--- config.mk ---
export PLATFORM = sky130hd
export DESIGN_NAME = bus_sequencer
export DESIGN_NICKNAME = d
export VERILOG_FILES = /design/src/rtl/bus_sequencer.sv
export SDC_FILE = /design/constraint.sdc
export NUM_CORES = 1
export LEC_CHECK = 0
export CAP_MARGIN = 10
export CORE_MARGIN = 2
export CORE_UTILIZATION = 37
export DETAILED_ROUTE_END_ITERATION = 12
export GPL_ROUTABILITY_DRIVEN = 0
export GPL_TIMING_DRIVEN = 0
export PLACE_DENSITY = 0.85
export SLEW_MARGIN = 40
export SYNTH_ARGS = -nofsm -noshare
export SYNTH_HDL_FRONTEND = slang
export SYNTH_SLANG_ARGS = --single-unit
export TNS_END_PERCENT = 30
--- constraint.sdc ---
create_clock -name clk -period 1.8 [get_ports clk]
set_input_delay 0.36 -clock clk [delete_from_list [all_inputs] [get_ports clk]]
set_output_delay 0.36 -clock clk [all_outputs]
set_load 0.05 [all_outputs]
--- src/rtl/bus_sequencer.sv ---
// Multi-cycle transfer controller for the shared 32-bit datapath bus.
// Accepts one move/ALU command at a time and sequences one-hot bus drivers and load enables.
module bus_sequencer (
  input  logic        clk,
  input  logic        rst_n,
  input  logic        cmd_valid,
  output logic        cmd_ready,
  input  logic        cmd_alu,
  input  logic        cmd_wide,
  input  logic [4:0]  cmd_src,
  input  logic [4:0]  cmd_src2,
  input  logic [4:0]  cmd_dst,
  input  logic [4:0]  cmd_op,
  input  logic        hold,
  output logic [23:0] src_oe,
  output logic [23:0] dst_ld,
  output logic        y_ld,
  output logic        z_ld,
  output logic [4:0]  alu_op,
  output logic        done,
  output logic        err
);

  localparam logic [4:0] CodeHi    = 5'd16;
  localparam logic [4:0] CodeLo    = 5'd17;
  localparam logic [4:0] CodeZhigh = 5'd18;
  localparam logic [4:0] CodeZlow  = 5'd19;
  localparam logic [4:0] CodePc    = 5'd20;
  localparam logic [4:0] CodeMdr   = 5'd21;
  localparam logic [4:0] CodeMax   = 5'd23;

  typedef enum logic [2:0] {StIdle, StMov, StA1, StA2, StA3, StA4} state_e;

  state_e     state_q, state_d;
  logic       ready_q;
  logic       err_q, err_d;
  logic       alu_q, wide_q;
  logic [4:0] src_q, src2_q, dst_q, op_q;

  logic accept;
  logic src_ok, src2_ok, dst_ok, legal;

  // Codes above 23 shift out of the 24-bit vector, so an illegal code never drives the bus.
  function automatic logic [23:0] dec(input logic [4:0] code);
    dec = 24'd1 << code;
  endfunction

  assign accept  = cmd_valid & cmd_ready;
  assign src_ok  = cmd_src <= CodeMax;
  assign src2_ok = ~cmd_alu | (cmd_src2 <= CodeMax);
  // Wide ALU results always land in HI/LO, so the destination field is unused.
  assign dst_ok  = (cmd_alu & cmd_wide) | (cmd_dst <= CodeLo) |
                   (cmd_dst == CodePc) | (cmd_dst == CodeMdr);
  assign legal   = src_ok & src2_ok & dst_ok;

  always_ff @(posedge clk or negedge rst_n) begin
    if (!rst_n) begin
      state_q <= StIdle;
      ready_q <= 1'b0;
      err_q   <= 1'b0;
      alu_q   <= 1'b0;
      wide_q  <= 1'b0;
      src_q   <= 5'd0;
      src2_q  <= 5'd0;
      dst_q   <= 5'd0;
      op_q    <= 5'd0;
    end else begin
      state_q <= state_d;
      ready_q <= 1'b1;
      err_q   <= err_d;
      if (accept) begin
        alu_q  <= cmd_alu;
        wide_q <= cmd_alu & cmd_wide;
        src_q  <= cmd_src;
        src2_q <= cmd_src2;
        dst_q  <= cmd_dst;
        op_q   <= cmd_op;
      end
    end
  end

  // Next state
  always_comb begin
    state_d = state_q;
    err_d   = 1'b0;
    case (state_q)
      StIdle: begin
        if (accept) begin
          if (!legal) begin
            err_d = 1'b1;
          end else begin
            state_d = cmd_alu ? StA1 : StMov;
          end
        end
      end
      StMov: if (!hold) state_d = StIdle;
      StA1:  if (!hold) state_d = StA2;
      StA2:  if (!hold) state_d = StA3;
      StA3:  if (!hold) state_d = wide_q ? StA4 : StIdle;
      StA4:  if (!hold) state_d = StIdle;
      default: state_d = StIdle;
    endcase
  end

  // Outputs decoded from state and latched command; hold freezes them by freezing state.
  always_comb begin
    cmd_ready = ready_q & (state_q == StIdle);
    src_oe    = 24'd0;
    dst_ld    = 24'd0;
    y_ld      = 1'b0;
    z_ld      = 1'b0;
    alu_op    = 5'd0;
    done      = 1'b0;
    err       = err_q;
    case (state_q)
      StMov: begin
        src_oe = dec(src_q);
        dst_ld = dec(dst_q);
        done   = 1'b1;
      end
      StA1: begin
        src_oe = dec(src_q);
        y_ld   = 1'b1;
      end
      StA2: begin
        src_oe = dec(src2_q);
        z_ld   = 1'b1;
        alu_op = op_q;
      end
      StA3: begin
        src_oe = dec(CodeZlow);
        if (wide_q) begin
          dst_ld = dec(CodeLo);
        end else begin
          dst_ld = dec(dst_q);
          done   = 1'b1;
        end
      end
      StA4: begin
        src_oe = dec(CodeZhigh);
        dst_ld = dec(CodeHi);
        done   = 1'b1;
      end
      default: ;
    endcase
  end

  logic unused_alu;
  assign unused_alu = alu_q;

endmodule

Word level (Yosys, flattened, before mapping)
Index checks and enable logic that the tools add are counted.
{"block": "totals", "register_bits": 26, "inputBits": 26, "output_inout_bits": 58, "word_cells": 61}
{"block": "classes", "magnitude_cmp": 3, "eq_ne": 13, "shift": 3, "n_mux": 20, "n_bitwise": 10, "n_reduce_logical": 4}
{"op": "case mux 24 bit (4 select lines)", "count": 1}
{"op": "case mux 24 bit (3 select lines)", "count": 1}
{"op": "<< shifter 1 x 5 -> 24 bit (first input constant)", "count": 3}
{"op": "2-to-1 mux 24 bit", "count": 1}
{"op": "2-to-1 mux 3 bit", "count": 7}
{"op": "<= comparator 5 bit (second input constant)", "count": 3}
{"op": "case mux 3 bit (5 select lines)", "count": 1}
{"op": "!= test 2 bit (second input constant)", "count": 6}
{"op": "equality test 5 bit (second input constant)", "count": 2}
{"op": "equality test 3 x 2 -> 1 bit (second input constant)", "count": 2}
{"op": "equality test 3 bit (second input constant)", "count": 2}
{"op": "2-to-1 mux 1 bit", "count": 6}
{"op": "AND reduction 6 bit", "count": 1}
{"op": "bitwise AND 1 bit", "count": 5}
{"op": "2-to-1 mux 5 bit", "count": 1}
{"op": "bitwise OR 1 bit", "count": 4}
{"op": "OR reduction 2 bit", "count": 2}
{"op": "equality test 3 x 1 -> 1 bit (second input constant)", "count": 1}
{"op": "zero test 3 bit", "count": 1}
{"op": "2-to-1 mux 2 bit", "count": 1}
{"op": "case mux 1 bit (2 select lines)", "count": 1}
{"op": "inverter 1 bit", "count": 1}

Longest topological paths before layout
Gate-level depths: netlist of the first run.
{"block": "logic_depth", "word_depth": 8, "ltp_mapped": 7, "mapped_depth_nobuf": 5}

Worst setup path after synthesis of the first run
OpenSTA, ideal clock, no wires.
{"block": "synth_path", "path_type": "register to output", "startpoint": "register state_q[0]", "endpoint": "output dst_ld[18]", "arrival_time_ns": 2.342, "required_ns": 1.440, "setup_slack_ns": -0.902, "stages_incl_launch_ff": 5, "path_buffers": 0, "cell_sequence": "dfrtp_1 -> or3b_1 -> a21oi_4 -> nand3_1 -> nor3b_1"}
{"block": "synth_via", "elab_chain_cells": 2, "word_cells_on_any_way": 4, "classes_between": "3 x eq/ne; 1 x mux"}
{"item": "start: declaration", "line_no": "34", "rtl": "state_e state_q, state_d;"}
{"item": "start signal: assignment", "line_no": "58", "rtl": "state_q <= StIdle;"}
{"item": "start signal: assignment", "line_no": "68", "rtl": "state_q <= state_d;"}
{"item": "equality test 3 bit / equality test 3 x 1 -> 1 bit (equally long branches)", "line_no": "115", "rtl": "case (state_q)"}
{"item": "case mux 24 bit (3 select lines) (*)", "line_no": "115"}
{"item": "end: declaration", "line_no": "16", "rtl": "output logic [23:0] dst_ld,"}
Mark *: on every way between the ends. The rest lies on a longest branch, timed or not.

Final worst setup path of the first run
{"block": "layout_path", "startpoint": "register state_q[0]", "endpoint": "output dst_ld[0]"}
Same word-level chain as after synthesis.

==> key figures, run 1 <==
CTS
  – TritonCTS clock tree: yes
  – CTS Hold Buffers Added: 0
  – CTS buffer count: 3
  – Skew-Pair Late Insertion Delay: about 0.27 ns
  – Deepest clock path buffer count: 2
  – Worst-path clk slew: about 0.090 ns
  – Root Buffer: clkbuf_8
  – Sink Count: 26
  – H-tree levels: 1

Floorplan
  – Num rows: 25
  – Core ar.: between 0.004 and 0.005 mm²
  – Die Ht: roughly 73 µm
  – Die area: 0.005372 mm²
  – IO Count: between 80 and 90
  – Die X: 73.30 µm
  – Initial Utilization: 0.3812

Power and ir drop
  – Int Power: 2460 µW
  – Design Power: 4963 µW
  – Sw Share: 0.5043
  – Static Leak: ~0.0015 µW
  – Switch Pwr: 2503 µW
  – Logic pwr share: 0.647
  – Maximum vdd drop: between 0.0008 and 0.0009 V
  – Part of the power in the clock network: 0.098
  – Seq pwr share: 0.254
  – P per Cell Area: about 1400 mW/mm²

Global routing
  – GRT Overall Usage: 0.2270
  – First-pass GRT wire length: approximately 9.5 mm
  – Grt ovf: 0
  – Initial antenna violation count: 0
  – Largest net degree at the start of global routing: 27
  – Vias in the first global route: about 1900

Synth
  – Adder-cell share of the synthesized area: 0.005634
  – Post-synth top flop: dfrtp_1
  – Sequential area share after synthesis: 0.3662
  – YS warnings: 0
  – Cells after synthesis: about 220
  – Mux contribution to synthesized area: 0.07113
  – Post-synth top area share: 0.3662
  – Combinational family with the most area after synthesis: simple AND/OR/NAND/NOR gates
  – Syn Area/Cell: around 8 µm²
  – Flop and latch count out of synthesis: 26
  – Area leader, netlist: dfrtp_1
  – Post-synth cell types: 48
  – EDFF count, synth: 0
  – Syn nets: around 240
  – Post-Syn Area: ~0.0018 mm²
  – Largest cells by area after synthesis: dfrtp_1, nand2_1, nor2_1, mux2_2, buf_6
  – Synth Area in Simple Gates: 0.3873
  – Xor and xnor area share after synthesis: 0
  – Async S/R FF share, synth: 1.000
  – Post-synthesis compound-gate area fraction: 0.1106

Run
  – Total of max-cap violations: 0

Worst hold path
  – HP Class: in -> async

Critical path
  – CP Launch Point: state_q[0]
  – Reg-to-Reg Start: state_q[2]
  – Critical Path End: dst_ld[0]
  – CP Launch Type: flip-flop
  – Slowest CP cell: dfrtp_2
  – Crit path capture type: output pin
  – Critical Path Max Stage Delay: 0.44 ns
  – Worst R2R Path Depth: 6
  – CP Max Fanout: 4
  – Worst EP required: 1.44 ns
  – WS Path Type: reg -> out
  – Reg2reg end: dst_q[3]
  – Arrival time at the worst endpoint: ~2.1 ns
  – Critical path, cell by cell: or3b_4 -> a21oi_4 -> buf_4 -> nand3b_1 -> buf_4 -> nor3_4 -> buf_6
  – CP most frequent cell: buf_4
  – R2R setup slack: -0.06 ns

Timing
  – Slew Viols, Final: 0
  – Max Fclk: just over 0.4 GHz
  – Final worst path period share: 1.357
  – Relative max-transition margin: 0.6048
  – RSZ-0062 raised after global routing: true
  – Hold_ws: 0.08078 ns
  – Final Hold Fails: 0
  – Setup violators final: 55
  – Final worst setup slack: -0.6420 ns
  – Period minus WS final: ~2.4 ns
  – Post-route clock skew: approximately 0.0021 ns
  – Least-Margin Pin Slew: 0.5927 ns

Cells and area
  – Leading cell types in the layout, fill and taps excluded: buf_6, nand2_1, nor2_2
  – Layout area overhead: 98.31%
  – Fillcell total: 301
  – Layout cells sized above 1: 0.5789
  – Finished Layout Cells: about 380
  – Commonest non-fill, non-tap cell in the layout: buf_6
  – Ant. Diodes: 0
  – Nets: 350
  – Fin util: 0.7560

Detailed routing
  – DR pass1 iterations: 4
  – Vias per cell: roughly 5.3
  – Initial drt markers: about 120
  – Final wirelength: 6.502 mm
  – Total number of vias: roughly 2000
  – DRT antenna net count: 0
  – DRC: 0
  – WL per Instance: approximately 17 µm

Placed design
  – Place WS: -1.052 ns
  – Cells after DPL: 355
  – Port Buf Inserts: 83
  – DPL Wire Length: just over 4 mm

Status
  – Violated checks: negative setup slack
  – Status: finished, violations left
## cells by family after synthesis
| logic type | after synthesis |
|---|---|
| compound gates | 27 |
| fa+ha+maj | 1 |
| buf+inv | 16 |
| flops | 26 |
| mux | 10 |
| other cells | 1 |
| simple gates | 137 |
## layout make-up
class / instances / area (µm²) / area share
plain buffers: 10 / 97.59 / 0.02770
clock buffers: 3 / 41.29 / 0.01172
clock inverters: 1 / 30.03 / 0.008523
inverters: 6 / 32.53 / 0.009233
multi-input cells: 176 / 1495 / 0.4244
flip-flops and latches: 26 / 656.9 / 0.1864
well taps: 54 / 67.56 / 0.01918
repair buffers: 101 / 1102 / 0.3129
## worst min path at each step
stage | slack, ns | endpoint | cells past startpoint
global route | 0.12 | src_q[0] | 1
detailed placement | 0.40 | state_q[1] | 1
CTS | 0.1 | src_q[4] | 1
floorplan | 0.06 | dst_q[0] | 0
finish | 0.08 | ready_q | 1
global placement | 0.45 | op_q[2] | 2
## power groups by stage
stage	clock, µW	sequential, µW	combinational (µW)
6_report	489	1260	3210
5_1_grt	525	1300	3360
4_1_cts	493	1200	2890
3_5_place_dp	0	1190	2510
3_3_place_gp	0	1160	2460
2_1_floorplan	0	1110	1950
## registers in the layout (all words and copies together) (netlist names)
signal   cells
dst_q        5
err          1
op_q         5
ready_q      1
src2_q       5
src_q        5
state_q      3
wide_q       1
## critical path: cells and delay by family, from the launching register on
kind | cells | cell delay, ns
AOI/OAI and AO/OA | 1 | 0.19
DFF | 1 | 0.44
and+or+nand+nor | 3 | 0.63
buffers and inverters | 3 | 0.55
## through the flow
step / area (µm²) / TNS [ns]
floorplan: 2083 / -18.77
global placement: 2982 / -46.81
detailed placement: 2977 / -48.31
CTS: 3373 / -23.89
global route: 3523 / -29.32
finish: 3523 / -25.41
## cell usage after synthesis, types with 4 or more instances
master	count
nor3b_1	5
and2_1	6
nor3_1	8
nand2_1	46
a31oi_1	4
buf_6	4
nor2_1	43
mux2_2	5
nand2b_1	7
o211ai_1	4
dfrtp_1	26
nand3_1	4
## metal layers
metal  vias up  GRT usage  routed length [µm]
li1        953          -                   -
met5         -          0                   0
met4         0    0.06869                 151
met3        17    0.02743                 301
met1       959     0.2809                2499
met2        81     0.4114                3549
## repair_timing
item / in CTS / in global routing
setup endpoints to repair: 57 / 60
gates resized for setup: 418 / 38
setup buffers: 14 / 3
pin swaps: 24 / 6
gates cloned: 1 / 0
No activity file was read; power rests on OpenSTA's default activity.
==> run 2: changes to the inputs <==
- SKIP_LAST_GASP: default -> 1
==> key figures, run 2 (same netlist as run 1, synthesis figures left out) <==
Status
  – Status: finished, violations left
  – Violated checks: design-rule violations, negative setup slack

Timing
  – Final worst setup slack: -0.5812 ns
  – Relative max-transition margin: 0.6082
  – Hold_ws: approximately 0.082 ns
  – Period minus WS final: 2.381 ns
  – Post-route clock skew: 0.003829 ns
  – Slew Viols, Final: 0
  – Max Fclk: approximately 0.42 GHz
  – Setup violators final: just under 60
  – Least-Margin Pin Slew: about 0.59 ns
  – RSZ-0062 raised after global routing: true
  – Final worst path period share: 1.323
  – Final Hold Fails: 0

Global routing
  – Grt ovf: 0
  – Largest net degree at the start of global routing: 27
  – Vias in the first global route: between 1500 and 2000
  – First-pass GRT wire length: roughly 9 mm
  – Initial antenna violation count: 0
  – GRT Overall Usage: 0.2123

Detailed routing
  – DR pass1 iterations: 8
  – Vias per cell: between 5 and 6
  – DRC: 1
  – DRT antenna net count: 0
  – WL per Instance: roughly 16 µm
  – Initial drt markers: 130
  – Final wirelength: 5.922 mm
  – Total number of vias: 1998

Cells and area
  – Fillcell total: 335
  – Area of the multi-input gates: ~0.0015 mm²
  – Fin util: 0.7270
  – Leading cell types in the layout, fill and taps excluded: nand2_1, buf_6, buf_4
  – Finished Layout Cells: between 300 and 400
  – Final instance area: around 0.0034 mm²
  – Register area: between 600 and 700 µm²
  – Nets: roughly 350
  – Commonest non-fill, non-tap cell in the layout: nand2_1
  – Ant. Diodes: 0
  – Layout area overhead: 90.70%
  – Layout cells sized above 1: 0.5276

CTS
  – Worst-path clk slew: about 0.09 ns
  – Sink Count: 26
  – CTS Hold Buffers Added: 0
  – CTS buffer count: 3
  – TritonCTS clock tree: yes
  – H-tree levels: 1
  – Skew-Pair Late Insertion Delay: 0.27 ns
  – Root Buffer: clkbuf_8
  – Deepest clock path buffer count: 2

Placed design
  – Placed cell areas: between 0.002 and 0.003 mm²
  – Port Buf Inserts: 83
  – DPL Wire Length: 4.106 mm
  – Cells after DPL: ~360

Critical path
  – CP Launch Type: flip-flop
  – Worst EP required: about 1.4 ns
  – WS Path Type: reg -> out
  – Critical Path Max Stage Delay: 0.42 ns
  – Slowest CP cell: dfrtp_1
  – Critical path, cell by cell: buf_6 -> nand3b_4 -> buf_12 -> nor3b_2 -> o211ai_1 -> buf_4 -> nor2_2 -> buf_6
  – Crit path capture type: output pin
  – Arrival time at the worst endpoint: 2.02 ns
  – CP most frequent cell: buf_6
  – CP Max Fanout: 5
  – CP Launch Point: state_q[2]
  – Reg-to-Reg Start: state_q[2]

Run
  – Total of max-cap violations: 0

Floorplan
  – IO Count: 84
  – Num rows: 25
  – Die area: about 0.0054 mm²
  – Core ar.: about 0.0047 mm²
  – Die Ht: 73.30 µm
  – Die X: 73.30 µm
  – Initial Utilization: 0.3812

Power and ir drop
  – Static Leak: between 0.001 and 0.0015 µW
  – Design Power: 4760 µW
  – Maximum vdd drop: approximately 0.0008 V
  – P per Cell Area: between 1000 and 1500 mW/mm²

Worst hold path
  – HP Class: in -> async
-- run 2: changes by cell type in the layout (fill, tap and decap cells not counted), sizes merged --
cell and change:
dlygate4sd2 +8, dlymetal6s2s -1, clkdlybuf4s50 +1, clkbuf -1, buf -5, clkdlybuf4s15 +1
-- run 2: path summary, 6_finish.rpt --
path	end	cells past startpoint	slack, ns
min in group clk	op_q[4]	2	0.48
setup / recovery	src_oe[9]	8	-0.58
setup reg to reg	dst_q[3]	6	0
hold reg to reg	op_q[4]	2	0.48
max in group asynchronous	state_q[0]	1	1.30
hold / removal	ready_q	1	0.08
-- run 2: cell type report --
type | instances | share of cell area
clock inverters | 1 | 0.008863
repair buffers | 104 | 0.3010
well taps | 54 | 0.01994
multi-input cells | 176 | 0.4287
flip-flops and latches | 26 | 0.1928
plain buffers | 10 | 0.02696
inverters | 6 | 0.009601
clock buffers | 3 | 0.01219
-- run 2: metrics by stage --
stage | setup slack, ns | setup TNS [ns]
after floorplan | -0.4000 | -18.77
after global placement | -1.045 | -46.81
after detailed placement | -1.052 | -48.31
after CTS | -0.5604 | -28.13
after global routing | -0.6535 | -32.42
final | -0.5812 | -27.59
-- run 2: routing by layer --
layer  up-vias  share of wire  track usage
li1        963              -            -
met1       944           0.40       0.2757
met2        79           0.52       0.3674
met3        12          0.055      0.03292
met4         0          0.019      0.05859
met5         -              0            0
-- run 2: worst max-delay path: cells and delay by family (launching register included) --
family / cells / cell delay (ns)
buffers and inverters: 4 / 0.70
AND/OR/NAND/NOR: 3 / 0.51
flip-flops: 1 / 0.42
AO/OA/AOI/OAI: 1 / 0.11
-- run 2: power by group --
group	switching [µW]	internal, µW	leakage, µW
combinational	1810	1240	0.00111
clock	189	297	0.0000357
sequential	369	845	0.000319
-- run 2: repair_timing --
item,in CTS,in global routing
buffers inserted,14,6
cloned,1,0
endpoints found under the setup margin,57,60
gates resized for setup,328,37
pin swaps,14,6
